### src/rtl/mem_arbiter.sv
// Shares one RAM port among the per-core icache/dcache requesters of a multi-core MIPS.
// Define MEM_ARB_ROUND_ROBIN_EN for round-robin core selection; default is fixed priority.
module mem_arbiter #(
  parameter int unsigned CPUS   = 2,
  parameter int unsigned WORD_W = 32
) (
  input  logic                   CLK,
  input  logic                   RST,
  input  logic [CPUS-1:0]        iREN,
  input  logic [CPUS*WORD_W-1:0] iaddr,
  output logic [CPUS-1:0]        iwait,
  output logic [WORD_W-1:0]      iload,
  input  logic [CPUS-1:0]        dREN,
  input  logic [CPUS-1:0]        dWEN,
  input  logic [CPUS*WORD_W-1:0] daddr,
  input  logic [CPUS*WORD_W-1:0] dstore,
  output logic [CPUS-1:0]        dwait,
  output logic [WORD_W-1:0]      dload,
  output logic                   ramREN,
  output logic                   ramWEN,
  output logic [WORD_W-1:0]      ramaddr,
  output logic [WORD_W-1:0]      ramstore,
  input  logic [WORD_W-1:0]      ramload,
  input  logic [1:0]             ramstate
);
  localparam int unsigned CoreW = (CPUS > 1) ? $clog2(CPUS) : 1;

  localparam logic [0:0] StIdle  = 1'b0;
  localparam logic [0:0] StServe = 1'b1;

  localparam logic [1:0] SrcI  = 2'd0;
  localparam logic [1:0] SrcDr = 2'd1;
  localparam logic [1:0] SrcDw = 2'd2;

  localparam logic [1:0] RamAccess = 2'd2;

  logic [0:0]       state_q, state_d;
  logic [CoreW-1:0] gcore_q, gcore_d;
  logic [1:0]       gsrc_q, gsrc_d;

  logic [CPUS-1:0]   core_req;
  logic [CoreW-1:0]  pick;
  logic [1:0]        src_pick;
  logic              any_req;
  logic              done;
  logic              win_req;
  logic [WORD_W-1:0] iaddr_a  [CPUS];
  logic [WORD_W-1:0] daddr_a  [CPUS];
  logic [WORD_W-1:0] dstore_a [CPUS];

  for (genvar c = 0; c < CPUS; c++) begin : g_unpack
    assign iaddr_a[c]  = iaddr[c*WORD_W +: WORD_W];
    assign daddr_a[c]  = daddr[c*WORD_W +: WORD_W];
    assign dstore_a[c] = dstore[c*WORD_W +: WORD_W];
  end

  assign core_req = iREN | dREN | dWEN;
  assign any_req  = |core_req;
  assign iload    = ramload;
  assign dload    = ramload;
  assign done     = (state_q == StServe) && (ramstate == RamAccess);

`ifdef MEM_ARB_ROUND_ROBIN_EN
  logic [CoreW-1:0] last_q, last_d;
  logic [CoreW-1:0] rr_idx;

  // Scan from farthest to nearest so the core right after last_q wins.
  always_comb begin
    pick   = '0;
    rr_idx = '0;
    for (int k = CPUS; k >= 1; k--) begin
      rr_idx = CoreW'((int'(last_q) + k) % CPUS);
      if (core_req[rr_idx]) begin
        pick = rr_idx;
      end
    end
  end

  assign last_d = done ? gcore_q : last_q;

  always_ff @(posedge CLK) begin
    if (RST) begin
      last_q <= CoreW'(CPUS - 1);
    end else begin
      last_q <= last_d;
    end
  end
`else
  always_comb begin
    pick = '0;
    for (int k = CPUS - 1; k >= 0; k--) begin
      if (core_req[k]) begin
        pick = CoreW'(k);
      end
    end
  end
`endif

  always_comb begin
    src_pick = SrcI;
    if (dWEN[pick]) begin
      src_pick = SrcDw;
    end else if (dREN[pick]) begin
      src_pick = SrcDr;
    end
  end

  always_comb begin
    case (gsrc_q)
      SrcDw:   win_req = dWEN[gcore_q];
      SrcDr:   win_req = dREN[gcore_q];
      default: win_req = iREN[gcore_q];
    endcase
  end

  // A completed access takes precedence over a request dropped in the same cycle.
  always_comb begin
    state_d = state_q;
    gcore_d = gcore_q;
    gsrc_d  = gsrc_q;
    if (state_q == StIdle) begin
      if (any_req) begin
        state_d = StServe;
        gcore_d = pick;
        gsrc_d  = src_pick;
      end
    end else if (done || !win_req) begin
      state_d = StIdle;
    end
  end

  always_ff @(posedge CLK) begin
    if (RST) begin
      state_q <= StIdle;
      gcore_q <= '0;
      gsrc_q  <= SrcI;
    end else begin
      state_q <= state_d;
      gcore_q <= gcore_d;
      gsrc_q  <= gsrc_d;
    end
  end

  always_comb begin
    ramREN   = 1'b0;
    ramWEN   = 1'b0;
    ramaddr  = '0;
    ramstore = '0;
    iwait    = '1;
    dwait    = '1;
    if (state_q == StServe) begin
      if (gsrc_q == SrcDw) begin
        ramWEN   = 1'b1;
        ramaddr  = daddr_a[gcore_q];
        ramstore = dstore_a[gcore_q];
      end else begin
        ramREN  = 1'b1;
        ramaddr = (gsrc_q == SrcI) ? iaddr_a[gcore_q] : daddr_a[gcore_q];
      end
      if (done) begin
        if (gsrc_q == SrcI) begin
          iwait[gcore_q] = 1'b0;
        end else begin
          dwait[gcore_q] = 1'b0;
        end
      end
    end
  end

endmodule

### config.mk
export PLATFORM = sky130hd
export DESIGN_NAME = mem_arbiter
export DESIGN_NICKNAME = d
export VERILOG_FILES = /design/src/rtl/mem_arbiter.sv
export SDC_FILE = /design/constraint.sdc
export NUM_CORES = 1
export LEC_CHECK = 0
export CAP_MARGIN = 40
export CORE_AREA = 3 3 142 144
export DETAILED_ROUTE_END_ITERATION = 7
export DIE_AREA = 0 0 145 147
export PLACE_DENSITY = 0.56
export SLEW_MARGIN = 5
export SYNTH_ARGS = -nofsm -noshare
export SYNTH_HDL_FRONTEND = slang
export SYNTH_SLANG_ARGS = --single-unit
export TNS_END_PERCENT = 30
### constraint.sdc
create_clock -name CLK -period 5.1 [get_ports CLK]
set_input_delay 0.51 -clock CLK [delete_from_list [all_inputs] [get_ports CLK]]
set_output_delay 0.51 -clock CLK [all_outputs]
set_load 0.02 [all_outputs]
==> results.cfg <==
[critical_path]
worst-endpoint-arrival_ns = 2.43
critical_path_class = reg2out
cpLargestDelayFamily = flip-flops
critPathLaunchType = flop
critical_path_required_ns = 4.59
crit_slowest_cell = dfxtp_4
ff2ff_setup_slack_ns = 3.12
cpPeakStageDelay_ns = 0.82
cp_num_buf_inv = 1
cp-end-kind = output port
crit_fanout = 40
worstPathCellList = mux4_2, and2_1, clkdlybuf4s50_1

[synth]
syn-cell-area_um2 = 2330
synth_area_leaders = mux4_2, buf_4, mux2i_1
seq_area_frac_synth = 0.0343
yosys_most_used_dff = dfxtp_1
yosysUniqueCellTypes = 25
async_flop_share = 0
synth_edf_count = 0
synth_warnings = 0
synthTopCellsByCount = buf_4, nor2_1, mux2i_1
synthCells = 254
avgSynthCellArea_um2 = 9.18
synth_seq_cells = 4
synth_fp_nets = 491
synth_top_area_cell = mux4_2
synth.most_common_cell = buf_4
yosysTopAreaCellShare = 0.251

[drt]
drc = 0
drtIter0Drc = 52
via_per_inst = 3.78
drt-pass1-iter-count = 4
wirelength_um = 10700
ant_nets = 0
detail_route.wl_per_cell_um = 15.0
num_vias = 2691

[global_routing]
overflow = 0
grt_use_total = 0.0927
grt_pass1_vias = 2893
antenna_found_initial = 2
grt_max_degree = 41
grt_first_pass_wirelength_um = 16200

[timing]
tns_ns = 0
slew_headroom = 0.493
fmax_mhz = 340
hold_viol = 0
rsz0062_at_grt = no
setup_violations = 0
max_slew.worst_pin.slew_ns = 0.761
holdWs_ns = 0.485
clock_skew_ns = 0.000709
fin_crit_sh = 0.576
layout_min_cycle_time_ns = 2.94
final-max-slew-violation-count = 0

[clock_tree]
cts_hold_buf = 0
clkSlewWorstSetupHoldPaths_ns = 0.03
clock_sinks = 4
post_cts_buffers = 0
cts_resized = 0
htree_num_levels = 1
cts_buffer_depth = 2
cts-root-buf = clkbuf_16
cts_tree = built
cts_inserted_buffers = 3
insertion_delay_ns = 0.23

[finish]
final_layout_size_suffix_gt1_frac = 0.0820
multi_input_area_um2 = 1610
syn2layout_area_growth_pct = 110
nNetsFinal = 689
fillers = 1957
fin_cells = 712
seqCellArea_um2 = 83.8

[floorplan]
io_pins = 368
die_y_um = 147
placementRows = 50
die_w_um = 145
fp.dieArea_um2 = 21300
start_util = 0.124
coreArea_um2 = 18800

[min_path]
hp-class = reg2reg

[placed_design]
routabilityCongestion = 0.782
io_buffers = 271
dp.cells = 707
hpwl_um = 9150

[power_and_ir_drop]
power_leakage_uw = 0.00169
power_density_nw_per_um2 = 133
vdd_ir_drop_max_mv = 0.0757

[flow_run]
max_cap_viol_count = 0

[run_status]
status = completed
[path summary, 6_finish.rpt]
| kind | from | to | cells after the start |
|---|---|---|---|
| worst min-delay path | gsrc_q[0] | gsrc_q[0] | 2 |
| worst max-delay path | gcore_q | ramaddr[29] | 3 |
| worst min register to register | gsrc_q[0] | gsrc_q[0] | 2 |
| worst max register to register | gcore_q | state_q | 4 |
[tightest hold or removal path: stages (launching register included)]
cell and delay [ns]:
dfxtp_1 0.31, nand2_1 0.06, a21oi_1 0.06
[through the flow]
stage	power [uW]	instance area [um^2]	util	worst slack [ns]
3_3_place_gp	519	4780	0.254	1.99
2_1_floorplan	342	2330	-	3.07
5_1_grt	691	4890	0.260	1.97
6_report	653	4890	0.260	2.16
4_1_cts	663	4890	0.260	2.08
3_5_place_dp	530	4810	0.255	2.33
[cell type report]
cell class / instances / share of cell area
Multi-Input combinational cell: 161 / 0.329
Antenna cell: 1 / 0.000512
Inverter: 6 / 0.00460
Sequential cell: 4 / 0.0171
Clock buffer: 4 / 0.0161
Timing Repair Buffer: 276 / 0.566
Tap cell: 260 / 0.0665
[routing by layer]
layer,part of all wire,wire [um],track usage,vias to the layer above
li1,-,-,-,1231
met1,0.37,3990,0.100,1202
met2,0.48,5140,0.164,243
met3,0.13,1360,0.0441,13
met4,0.014,154,0.0233,2
met5,0.0012,13,0,-
[layout by cell type (no fill, tap or decap), drive strengths merged]
cell | synthesis | final
a211oi | 2 | 2
a21o | 1 | 1
a21oi | 3 | 3
and2 | 32 | 32
buf | 76 | 5
clkbuf | 7 | 4
clkdlybuf4s50 | 0 | 271
dfxtp | 4 | 4
diode | 0 | 1
ha | 3 | 3
inv | 6 | 6
mux2 | 1 | 1
mux2i | 34 | 34
mux4 | 32 | 32
nand2 | 3 | 3
nand3 | 1 | 1
nand3b | 2 | 2
nor2 | 38 | 38
nor2b | 2 | 2
nor3 | 3 | 3
o2111ai | 1 | 1
o221ai | 1 | 1
or3 | 2 | 2
[cell families after synthesis]
family          count (synthesis)  synth area share
flops                           4            0.0343
simple gates                   83             0.178
compound gates                  8            0.0236
fa+ha+maj                       3            0.0161
mux                            67             0.469
buf+inv                        89             0.279
[state kept, by name, indices dropped and copies added, names as in the netlist]
register and cells:
gcore_q 1, state_q 1, gsrc_q 2
[report_power, final]
part,internal (uW),total [uW],switching (uW)
clock,103,127,23.5
sequential,34.3,48.5,14.2
combinational,308,478,170
total,445,653,208
Note: power is estimated with default switching activity, not from simulation.
